## src/rtl/fc_reg_reader.sv

```systemverilog
// Read-side sequencer for the FC layer register file.
// Sweeps a contiguous, wrapping address window of the register file and streams
// each (data, pos, addr) tuple on a valid/ready port. It pulses done_o once the
// final beat has been accepted.
module fc_reg_reader #(
   parameter int DATA_W = 32,
   parameter int POS_W  = 4,
   parameter int ADDR_W = 5,
   parameter int DEPTH  = 32
) (
   input  logic              clk_i,
   input  logic              reset_n,
   input  logic              start_i,
   input  logic [ADDR_W-1:0] base_addr_i,
   input  logic [ADDR_W:0]   count_i,
   output logic              busy_o,
   output logic              done_o,
   output logic [ADDR_W-1:0] op_address_o,
   input  logic [DATA_W-1:0] reg_i,
   input  logic [POS_W-1:0]  pos_i,
   output logic              m_valid_o,
   input  logic              m_ready_i,
   output logic [DATA_W-1:0] m_data_o,
   output logic [POS_W-1:0]  m_pos_o,
   output logic [ADDR_W-1:0] m_addr_o,
   output logic              m_last_o
);

   // state    | meaning
   // ST_IDLE  | waiting for start_i; zero-length requests answered with done
   // ST_FETCH | capturing one register-file entry per free output slot
   // ST_DRAIN | last beat captured, waiting for it to be accepted
   typedef enum logic [1:0] {
      ST_IDLE  = 2'd0,
      ST_FETCH = 2'd1,
      ST_DRAIN = 2'd2
   } state_t;

   localparam logic [ADDR_W:0]   DEPTH_C     = (ADDR_W+1)'(DEPTH);
   localparam logic [ADDR_W:0]   ONE_C       = (ADDR_W+1)'(1);
   localparam logic [ADDR_W-1:0] LAST_ADDR_C = ADDR_W'(DEPTH - 1);

   state_t              state_q, state_d;
   logic [ADDR_W:0]     remaining_q, remaining_d;
   logic [ADDR_W-1:0]   op_address_q, op_address_d;
   logic                done_q, done_d;
   logic                m_valid_q, m_valid_d;
   logic [DATA_W-1:0]   m_data_q, m_data_d;
   logic [POS_W-1:0]    m_pos_q, m_pos_d;
   logic [ADDR_W-1:0]   m_addr_q, m_addr_d;
   logic                m_last_q, m_last_d;

   logic [ADDR_W:0]     cnt_clamped;
   logic                slot_free;

   // Requests longer than the register file still visit each entry only once.
   assign cnt_clamped = (count_i > DEPTH_C) ? DEPTH_C : count_i;
   assign slot_free   = !m_valid_q || m_ready_i;

   // Next-state and datapath decisions; every register holds unless told otherwise.
   always_comb begin
      state_d      = state_q;
      remaining_d  = remaining_q;
      op_address_d = op_address_q;
      done_d       = 1'b0;
      m_valid_d    = m_valid_q;
      m_data_d     = m_data_q;
      m_pos_d      = m_pos_q;
      m_addr_d     = m_addr_q;
      m_last_d     = m_last_q;

      unique case (state_q)
         ST_IDLE: begin
            if (start_i) begin
               if (cnt_clamped == '0) begin
                  done_d = 1'b1;
               end else begin
                  op_address_d = base_addr_i;
                  remaining_d  = cnt_clamped;
                  state_d      = ST_FETCH;
               end
            end
         end
         ST_FETCH: begin
            if (slot_free) begin
               m_valid_d    = 1'b1;
               m_data_d     = reg_i;
               m_pos_d      = pos_i;
               m_addr_d     = op_address_q;
               m_last_d     = (remaining_q == ONE_C);
               remaining_d  = remaining_q - ONE_C;
               op_address_d = (op_address_q == LAST_ADDR_C) ? '0 : op_address_q + 1'b1;
               if (remaining_q == ONE_C) begin
                  state_d = ST_DRAIN;
               end
            end
         end
         ST_DRAIN: begin
            if (m_valid_q && m_ready_i) begin
               m_valid_d = 1'b0;
               m_last_d  = 1'b0;
               done_d    = 1'b1;
               state_d   = ST_IDLE;
            end
         end
         default: begin
            state_d = ST_IDLE;
         end
      endcase
   end

   // State and output registers; reset clears everything, including an in-flight sweep.
   always_ff @(posedge clk_i or negedge reset_n) begin
      if (!reset_n) begin
         state_q      <= ST_IDLE;
         remaining_q  <= '0;
         op_address_q <= '0;
         done_q       <= 1'b0;
         m_valid_q    <= 1'b0;
         m_data_q     <= '0;
         m_pos_q      <= '0;
         m_addr_q     <= '0;
         m_last_q     <= 1'b0;
      end else begin
         state_q      <= state_d;
         remaining_q  <= remaining_d;
         op_address_q <= op_address_d;
         done_q       <= done_d;
         m_valid_q    <= m_valid_d;
         m_data_q     <= m_data_d;
         m_pos_q      <= m_pos_d;
         m_addr_q     <= m_addr_d;
         m_last_q     <= m_last_d;
      end
   end

   assign busy_o       = (state_q != ST_IDLE);
   assign done_o       = done_q;
   assign op_address_o = op_address_q;
   assign m_valid_o    = m_valid_q;
   assign m_data_o     = m_data_q;
   assign m_pos_o      = m_pos_q;
   assign m_addr_o     = m_addr_q;
   assign m_last_o     = m_last_q;

endmodule

```

## config.mk

```make
export PLATFORM = sky130hd
export DESIGN_NAME = fc_reg_reader
export DESIGN_NICKNAME = d
export VERILOG_FILES = /design/src/rtl/fc_reg_reader.sv
export SDC_FILE = /design/constraint.sdc
export NUM_CORES = 1
export LEC_CHECK = 0
export ABC_AREA = 1
export CAP_MARGIN = 0
export CORE_MARGIN = 2
export CORE_UTILIZATION = 44
export CTS_CLUSTER_DIAMETER = 100
export CTS_CLUSTER_SIZE = 25
export DETAILED_ROUTE_END_ITERATION = 16
export PLACE_DENSITY = 0.86
export SLEW_MARGIN = 20
export SYNTH_ARGS = -nofsm -noshare
export SYNTH_HDL_FRONTEND = slang
export SYNTH_SLANG_ARGS = --single-unit
```

## constraint.sdc

```tcl
create_clock -name clk_i -period 1.6 [get_ports clk_i]
set_input_delay 0.24 -clock clk_i [delete_from_list [all_inputs] [get_ports clk_i]]
set_output_delay 0.24 -clock clk_i [all_outputs]
set_load 0.01 [all_outputs]
```

==> results summary <==
The largest total area in the synthesized netlist belongs to sky130_fd_sc_hd__dfrtp_1. The number of vias after detailed routing is 2546. The setup slack on the worst flop-to-flop path came out at 90 ps. In this design, the largest share of critical-path delay is due to buffers and inverters.

The number of maximum-capacitance violations is 0. The part of the Yosys area used for sequential elements is 54.1%. The final number of hold-violating endpoints came to 0. IR analysis of the VDD net gives a maximum drop of 0.000798 V. The layout overhead on the synthesized area came out at 52.4%. The core utilization of the finished layout is 68.7%. The first-pass iteration count of the detailed router is 4. The total routed wirelength is 6410 um. The DRC violations left came out at 0.

The synthesized flop and latch total is 57. TritonCTS built the clock tree. The final total power is 7.64 mW. The number of global-route vias before repair is 2384. The top cell type by area accounts for 54.1% of the synthesized area. The area of placed instances is 3800 sq um. The mean post-synth cell area came out at 7.85 sq um. The cell area after synthesis is 2640 sq um. The delay of the slowest cell on the worst path is 570 ps. The total of endpoints with negative setup slack in the final report is 0. The share of total power dissipated in the clock network is 17.4%. For this run, the number of Yosys warnings is 0. Setup repair after global routing could not meet its margin everywhere.

Port buffering added 100 buffers. Summed over all layers, the global routing overflow is 0. The area inside the core boundary came out at 5850 sq um.

The top achievable clock speed is 648 MHz. The maximum number of pins on one net before global-route repair came out at 58. The die span in y came out at 81.4 um. The worst hold path belongs to the class input pin to async pin. After detailed routing, the number of vias per cell comes to 4.79. The worst-skew pair later-pin latency came out at 320 ps. The horizontal die dimension came out at 81.4 um. The global-route wire length before repair is 10200 um.

By area the synthesized netlist is led by sky130_fd_sc_hd__dfrtp_1 (54%), sky130_fd_sc_hd__nand2_1 (26%), sky130_fd_sc_hd__nand3_1 (4.7%). For the worst setup path, the data required time is 1360 ps. The top cell types in the final layout, fill and taps aside, are sky130_fd_sc_hd__nand2_1 (182), sky130_fd_sc_hd__clkdlybuf4s50_1 (96), sky130_fd_sc_hd__dfrtp_1 (56). The final hold slack is 435 ps. The number of H-tree levels came out at 3. The die area is 6630 sq um.

The layout has 466 filler cells. The final HPWL from detailed placement is 4630 um. The total number of placement rows came out at 28. The arrival time of data at the critical path endpoint came out at 1300 ps. The fraction of power spent switching nets is 37.4%.

Sequential cells burn 33.0% of the power. The tree is rooted in a sky130_fd_sc_hd__clkbuf_8. The pin slew with the least headroom to its limit came out at 308 ps. The total internal power came out at 4.79 mW. The proportion of layout cells with a drive suffix above 1 came out at 8.77%.

The synthesized netlist contains 23 unique library cells. Pin placement for this block handled 101 I/O pins. The initial core utilization came out at 45.1%. The cell area power density is 1900 nW/um^2. The critical path goes through clkdlybuf4s50_1.

The number of clock sinks seen by CTS came out at 57. The smallest clock period supported by the final layout is computed as 1540 ps. The worst pin sits at a relative slew slack of 79.4%. The post-detailed-route wirelength per cell is 12.1 um.

The synthesized netlist cell count is 336. The type of element launching the critical path is a flop. At the end of routability-driven placement, the weighted congestion stood at 0.838. The combinational share of power came out at 49.7%.

Summed over all failing endpoints, the final setup total negative slack is 0 ps. The total net switching power came out at 2.85 mW. The worst setup slack after layout is 55.9 ps. The post-route clock skew is 4.39 ps. The number of instances in the placed design came out at 514. The final cell count without fillers came out at 531. The run finished with clean final reports.

The diode insertion count for antenna repair came out at 0. The leakage dissipation came out at 2.08 nW. The most common cell after layout, fill and taps aside is sky130_fd_sc_hd__nand2_1. The portion of the clock cycle consumed by the worst path in the final layout came out at 96.5%. The number of nets in the synthesized netlist is 391. The detail route stage leaves a number of antenna-violating nets equal to 0.

The largest individual stage delay along the critical path comes from the cell sky130_fd_sc_hd__clkdlybuf4s50_1. The final design instance area without fill is 4020 sq um. The number of nets in the layout came out at 507.

The final max-slew violation count is 0. The total global-route track usage came out at 20.1%. The buffers plus inverters on the worst setup path is 1. The clock transition at the registers of the reported paths came out at 60 ps. The maximum fanout encountered on the critical timing path is 4.

The worst setup slack before clock tree synthesis is -84.5 ps. The longest clock path from root to sink contains 2 buffers. The number of antenna violations at the first check in global routing came to 0. The type of destination of the critical path is a primary output. The setup path with the least slack is of type flop to primary output.

The detailed router finished its first iteration with 123 violations. The number of buffers added by the clock tree synthesis step is 9.
-- power groups by stage --
| stage | clock, mW | combinational [mW] | sequential, mW |
|---|---|---|---|
| after floorplan | 0 | 1.70 | 2.78 |
| after global placement | 0 | 3.67 | 2.52 |
| after detailed placement | 0 | 3.78 | 2.54 |
| after CTS | 1.35 | 3.83 | 2.51 |
| after global routing | 1.42 | 4.24 | 2.59 |
| final | 1.33 | 3.80 | 2.52 |
-- cell families after synthesis --
family | share of synthesized area [%]
fa+ha+maj | 1.90
flops | 54.1
simple gates | 35.0
xor+xnor | 0.665
compound gates | 2.42
buf+inv | 5.93
-- sequential cells by signal, summed over array words and instances (netlist names) --
signal	cells
op_address_o	5
done_o	1
m_pos_o	4
remaining_q	6
m_last_o	1
m_data_o	32
m_valid_o	1
state_q	2
m_addr_o	5
-- final cells by class --
cell class	instances	area (sq um)	share of cell area, %
flip-flops and latches	57	1430	35.5
repair buffers	118	1170	29.2
multi-input cells	248	1060	26.3
clock buffers	12	155	3.86
well taps	75	93.8	2.34
inverters	18	70.1	1.74
clock inverters	3	40.0	0.997
-- worst paths after layout --
kind	from	endpoint	cells after the start
max in group asynchronous	reset_n	m_data_o[7]$_DFFE_PN0P_	3
min in group clk_i	reg_i[16]	m_data_o[16]$_DFFE_PN0P_	3
hold reg to reg	m_data_o[24]$_DFFE_PN0P_	m_data_o[24]$_DFFE_PN0P_	2
hold / removal	reset_n	op_address_o[1]$_DFFE_PN0P_	3
setup reg to reg	op_address_o[0]$_DFFE_PN0P_	op_address_o[2]$_DFFE_PN0P_	8
setup / recovery	op_address_o[4]$_DFFE_PN0P_	op_address_o[4]	1
-- Yosys cell counts (all sizes together) --
cell    count
a21oi       1
buf        13
dfrtp      57
ha          4
inv        18
nand2     186
nand3      25
nand3b      1
nand4       3
nor2       11
nor3        1
o21ai       9
o22ai       1
o31ai       1
or2         3
xnor2       1
xor2        1
-- per-layer routing --
| layer | GRT usage, % | part of all wire [%] | vias to the layer above |
|---|---|---|---|
| met5 | 0 | 0 | - |
| met4 | 7.29 | 1.0 | 0 |
| met3 | 4.44 | 5.9 | 9 |
| met2 | 33.7 | 49 | 84 |
| met1 | 25.4 | 44 | 1175 |
| li1 | - | - | 1278 |
-- timing repair --
item	in CTS	in global routing
buffers inserted	1	0
hold buffers	1	0
gates resized for setup	1	5
endpoints found under the hold margin	57	0
endpoints found under the setup margin	1	11
pin swaps	0	0
Note: power is estimated with default switching activity, not from simulation.
